[config.mk]
export PLATFORM = sky130hd
export DESIGN_NAME = cost_min_tracker
export DESIGN_NICKNAME = d
export VERILOG_FILES = /design/src/rtl/cost_min_tracker.sv
export SDC_FILE = /design/constraint.sdc
export NUM_CORES = 1
export LEC_CHECK = 0
export BUFFER_PORTS_ARGS = -buffer_cell sky130_fd_sc_hd__buf_2
export CORE_AREA = 4 4 106 108
export DETAILED_ROUTE_END_ITERATION = 10
export DIE_AREA = 0 0 110 112
export GPL_ROUTABILITY_DRIVEN = 0
export SLEW_MARGIN = 5
export SYNTH_ARGS = -nofsm -noshare
export SYNTH_HDL_FRONTEND = slang
export SYNTH_SLANG_ARGS = --single-unit
[constraint.sdc]
create_clock -name CLK -period 2.3 [get_ports CLK]
set_clock_uncertainty 0.05 [all_clocks]
set_input_delay 0.115 -clock CLK [delete_from_list [all_inputs] [get_ports CLK]]
set_output_delay 0.115 -clock CLK [all_outputs]
set_load 0.05 [all_outputs]
[src/rtl/cost_min_tracker.sv]
// cost_min_tracker
// Streaming cost evaluator for assignment-style searches. Each candidate is
// presented as N_ITEMS unsigned cost values. The block sums each candidate,
// saturating at the accumulator width. It tracks the minimum total (MinCost),
// how many candidates reached that minimum (MatchCount, saturating), and the
// index of the first candidate that reached it (MinIdx).
//
// Ports:
//   CLK, RST    clock (rising edge) and asynchronous active-high reset
//   start       begins a new session (sampled only while idle)
//   cost_valid  cost_in carries a valid item this cycle
//   cost_in     one item cost, unsigned, COST_W bits
//   cand_last   current candidate is the session's final one; sampled with
//               that candidate's last item
//   cost_ready  block accepts cost_in this cycle
//   prune       partial sum of the current candidate already exceeds MinCost
//               (informational; the candidate must still be fully delivered)
//   busy        a session is in progress
//   MinCost     minimum candidate total (all ones before any candidate)
//   MatchCount  number of candidates whose total equals MinCost
//   MinIdx      index of the first candidate that achieved MinCost
//   done        session complete; results stay valid until the next start
//   state_dbg   current FSM state (0 IDLE, 1 ACC, 2 CMP)
//
// Handshake: an item transfers on a rising edge where cost_valid=1 and
// cost_ready=1. cost_ready depends only on registered state, never on
// cost_valid. The producer may hold or drop cost_valid freely. A cycle with
// cost_ready=0 consumes nothing.
module cost_min_tracker #(
    parameter int N_ITEMS = 8,
    parameter int COST_W  = 7,
    parameter int SUM_W   = 10,
    parameter int CNT_W   = 4,
    parameter int IDX_W   = 16
) (
    input  logic              CLK,
    input  logic              RST,
    input  logic              start,
    input  logic              cost_valid,
    input  logic [COST_W-1:0] cost_in,
    input  logic              cand_last,
    output logic              cost_ready,
    output logic              prune,
    output logic              busy,
    output logic [SUM_W-1:0]  MinCost,
    output logic [CNT_W-1:0]  MatchCount,
    output logic [IDX_W-1:0]  MinIdx,
    output logic              done,
    output logic [1:0]        state_dbg
);

    localparam int ITEM_W = $clog2(N_ITEMS);
    localparam int EXT_W  = ((SUM_W > COST_W) ? SUM_W : COST_W) + 1;
    localparam logic [ITEM_W-1:0] LAST_ITEM = ITEM_W'(N_ITEMS - 1);
    localparam logic [SUM_W-1:0]  SUM_MAX   = '1;

    typedef enum logic [1:0] {
        IDLE = 2'd0,
        ACC  = 2'd1,
        CMP  = 2'd2
    } state_t;

    state_t             state;
    logic [SUM_W-1:0]   sum;
    logic [ITEM_W-1:0]  item;
    logic [IDX_W-1:0]   cand_idx;
    logic               found;
    logic               last_flag;

    // The sum is widened by one bit, so the carry out of the accumulator
    // is visible. Any carry clamps the sum to all ones.
    logic [EXT_W-1:0]   sum_ext;
    logic [SUM_W-1:0]   sum_next;

    assign sum_ext  = EXT_W'(sum) + EXT_W'(cost_in);
    assign sum_next = (sum_ext > EXT_W'(SUM_MAX)) ? SUM_MAX : sum_ext[SUM_W-1:0];

    assign cost_ready = (state == ACC);
    assign busy       = (state != IDLE);
    assign prune      = (state == ACC) && found && (sum > MinCost);
    assign state_dbg  = state;

    always_ff @(posedge CLK or posedge RST) begin
        if (RST) begin
            state      <= IDLE;
            sum        <= '0;
            item       <= '0;
            cand_idx   <= '0;
            found      <= 1'b0;
            last_flag  <= 1'b0;
            MinCost    <= '1;
            MatchCount <= '0;
            MinIdx     <= '0;
            done       <= 1'b0;
        end else begin
            case (state)
                IDLE: begin
                    if (start) begin
                        done       <= 1'b0;
                        MinCost    <= '1;
                        MatchCount <= '0;
                        MinIdx     <= '0;
                        cand_idx   <= '0;
                        sum        <= '0;
                        item       <= '0;
                        found      <= 1'b0;
                        state      <= ACC;
                    end
                end
                ACC: begin
                    if (cost_valid) begin
                        sum  <= sum_next;
                        item <= item + ITEM_W'(1);
                        if (item == LAST_ITEM) begin
                            last_flag <= cand_last;
                            state     <= CMP;
                        end
                    end
                end
                CMP: begin
                    // The first candidate of a session always loads, even
                    // when its saturated total equals the all-ones start value.
                    if (!found || (sum < MinCost)) begin
                        MinCost    <= sum;
                        MatchCount <= CNT_W'(1);
                        MinIdx     <= cand_idx;
                        found      <= 1'b1;
                    end else if (sum == MinCost) begin
                        if (MatchCount != '1) begin
                            MatchCount <= MatchCount + CNT_W'(1);
                        end
                    end
                    if (last_flag) begin
                        done  <= 1'b1;
                        state <= IDLE;
                    end else begin
                        sum  <= '0;
                        item <= '0;
                        if (cand_idx != '1) begin
                            cand_idx <= cand_idx + IDX_W'(1);
                        end
                        state <= ACC;
                    end
                end
                default: state <= IDLE;
            endcase
        end
    end

endmodule

==> flow_summary_export.csv <==
group,metric,value,unit
synthesis,synthArstFlopShare,1.000,
floorplan,initial_core_util,0.3544,
synthesis,yosys.area.top_type,"dfrtp_1",
worst_hold_path,hp-class,"in2reg",
run_status,failed_checks,"negative setup slack",
grt,grt_pass1_vias,3108,
synthesis,synth_area_leaders,"dfrtp_1 (37%), dfstp_2 (7.2%), ha_1 (7.2%)",
sta,fmax,433.9,MHz
synthesis,synth_compound_area_frac,0.1618,
synthesis,synthMuxAreaShare,0.04141,
grt,grt.total_usage,0.1584,
synthesis,yosysTopAreaCellShare,0.3727,
synthesis,synthAdderAreaFrac,0.07798,
synthesis,ys_seq_area_frac,0.4451,
grt,overflow,0,
floorplan,core.rowCount,37,
cts,cts_buffer_depth,2,
power,total_power,4.637,mW
worst_setup_path,worstSetupEndpoint,"prune",
worst_setup_path,critPathMaxFanout,3,
sta,setup_viol,1,
floorplan,die_w,110,microns
worst_setup_path,worstPathArrival,2.14,ns
worst_setup_path,r2r-start,"MinCost[9]",
worst_setup_path,crit_type,"reg2out",
run_status,status,"finished, violations left",
floorplan,dieHeight,112,microns
finish,drive_gt1_frac,0.3218,
grt,grt_max_degree,39,
job,maxCapViolCount,0,
synthesis,yosysWarningCount,0,
drt,totalWireLength,9.394,mm
drt,dr.pass1.iters,4,
cts,clockRootBuffer,"clkbuf_8",
worst_setup_path,reg2reg_setup_slack,0.03,ns
finish,syn2layout_area_growth,29.92,%
drt,wl_per_cell,15.68,microns
drt,dr_total_vias,3141,
synthesis,ys_ff_latch,64,
cts,cts_sinks,64,
finish,antenna_cells,0,
floorplan,coreArea,0.01023,sq mm
synthesis,synth_xor_area_frac,0.04106,
sta,tightest_slew,0.6021,ns
power,p_leak,2.219,nW
power,power.density,984.2,mW/mm^2
drt,drc_errors,0,
worst_setup_path,reg2regPathDepth,8,
drt,antenna_left,0,
cts,h-tree-depth,3,
worst_hold_path,hold_depth,4,
synthesis,synth_edf_count,0,
finish,layout.nets,492,
sta,drv_slew,0,
sta,rsz0062_at_grt,"yes",
grt,antenna_found_initial,0,
drt,vias_per_cell,5.244,
worst_setup_path,start_kind,"register",
cts,clk_pin_slew,0.08,ns
grt,grt_pass1_wl,15.38,mm
cts,tritoncts,"yes",
sta,max_slew_margin,0.5980,
synthesis,synth-simple-area-share,0.1922,
floorplan,dieArea,0.01232,sq mm
worst_hold_path,hp-start,"cost_valid",
worst_setup_path,cp.required,2.13,ns
sta,tns,-0.004857,ns
worst_setup_path,r2r-end,"MatchCount[0]",
placed_design,hpwlAfterDp,6.561,mm
synthesis,syn-num-nets,414,
sta,finalCritPeriodShare,1.002,
synthesis,synth_top_family_by_area,"simple AND/OR/NAND/NOR gates",
sta,hold_viol_final,0,
placed_design,port_buffers,47,
synthesis,synth_most_common_cell,"nand2_1",
sta,timing.final.ws_setup,-0.004857,ns
worst_setup_path,end_kind,"primary output",
synthesis,synthTopCellsByCount,"nand2_1 (59), dfrtp_1 (54), nor2_1 (23), a21oi_1 (22), ha_1 (21)",
sta,post-route-min-period,2.305,ns
finish,fin_util,0.4604,
drt,dr.first_iter.drc_count,154,
power,ir_worst_vdd,0.5872,mV
synthesis,ys_types,58,
worst_setup_path,startpoint,"MinCost[8]",
cts,cts_buffers,9,
synthesis,synth_area_per_cell,9.542,sq um
cts,clk_latency,0.35,ns
synthesis,syn_area,0.003626,sq mm
synthesis,syn-instance-count,380,
floorplan,io_pins,48,
synthesis,synth-main-ff-cell,"dfrtp_1",
-- flip-flops by register name (all words and copies together), names as in the netlist --
name	cells
MatchCount	4
done	1
MinIdx	16
state_dbg	2
sum	10
item	3
cand_idx	16
last_flag	1
MinCost	10
found	1
-- metal layers --
metal  track usage  wire (microns)  vias to the layer above
met5             0               0                        -
met4       0.04572             106                        0
met3       0.03942             543                       11
met2        0.2528            4424                       83
met1        0.2112            4320                     1524
li1              -               -                     1523
-- layout by cell type, fill, tap and decap left out, types with 7 or more instances in the layout --
cell	count
clkbuf_8	9
a21oi_1	22
dfstp_2	10
nand3_1	11
nand2_1	59
and3_1	7
buf_2	46
buf_4	29
xor2_1	14
ha_1	14
o22ai_1	15
nor2_1	23
inv_1	12
mux2_4	7
dfrtp_1	54
nor3_1	7
-- final cells by class --
class / instances / area (sq um)
inverters: 18 / 67.56
well taps: 136 / 170.2
fillers: 1011 / 5520
clock buffers: 9 / 123.9
flip-flops and latches: 64 / 1614
clock inverters: 7 / 102.6
multi-input cells: 281 / 2034
repair buffers: 84 / 598.1
-- cell families (layout without fill, tap and decap cells) --
family / Yosys count / in the layout
AO/OA/AOI/OAI: 85 / 85
AND/OR/NAND/NOR: 143 / 143
XOR/XNOR: 17 / 17
flip-flops: 64 / 64
buffers and inverters: 35 / 118
adder cells (fa/ha/maj): 22 / 22
multiplexers: 14 / 14
-- critical path, cell delays in order (launching register included) --
cell,delay (ns)
dfstp_2,0.54
inv_2,0.05
ha_4,0.23
o21a_1,0.17
o21ai_2,0.18
a31o_2,0.17
o31ai_2,0.07
and3b_2,0.24
buf_8,0.15
-- how the worst min path moves through the flow --
stage                         end  slack (ns)
detailed placement  MatchCount[0]        0.17
global route         state_dbg[0]        0.03
floorplan               last_flag        0.22
CTS                  state_dbg[0]       0.003
global placement    MatchCount[3]        0.17
finish               state_dbg[0]        0.04
-- what timing repair did --
action                                  in CTS  in global routing
hold buffers                                 2                  0
setup buffers                                7                  3
hold endpoints to repair                    18                  0
pin swaps                                    8                  3
endpoints found under the setup margin       1                 24
cloned                                       0                  1
gates resized for setup                      9                 24
-- through the flow --
stage / setup WS, ns / std cells / instance area (sq um) / hold WS (ns)
4_1_cts: 0.0009708 / 595 / 4532 / 0.002945
6_report: -0.004857 / 599 / 4711 / 0.04487
2_1_floorplan: 0.008302 / 380 / 3661 / 0.2166
3_3_place_gp: 0.09020 / 570 / 4185 / 0.1678
5_1_grt: -0.08975 / 599 / 4711 / 0.02581
3_5_place_dp: 0.03449 / 570 / 4185 / 0.1712
-- report_power, final --
group | internal, mW | switching [mW]
logic | 0.748 | 1.21
registers | 1.35 | 0.216
clock network | 0.621 | 0.499
total | 2.72 | 1.92
Power figures use the tool's default switching activity.
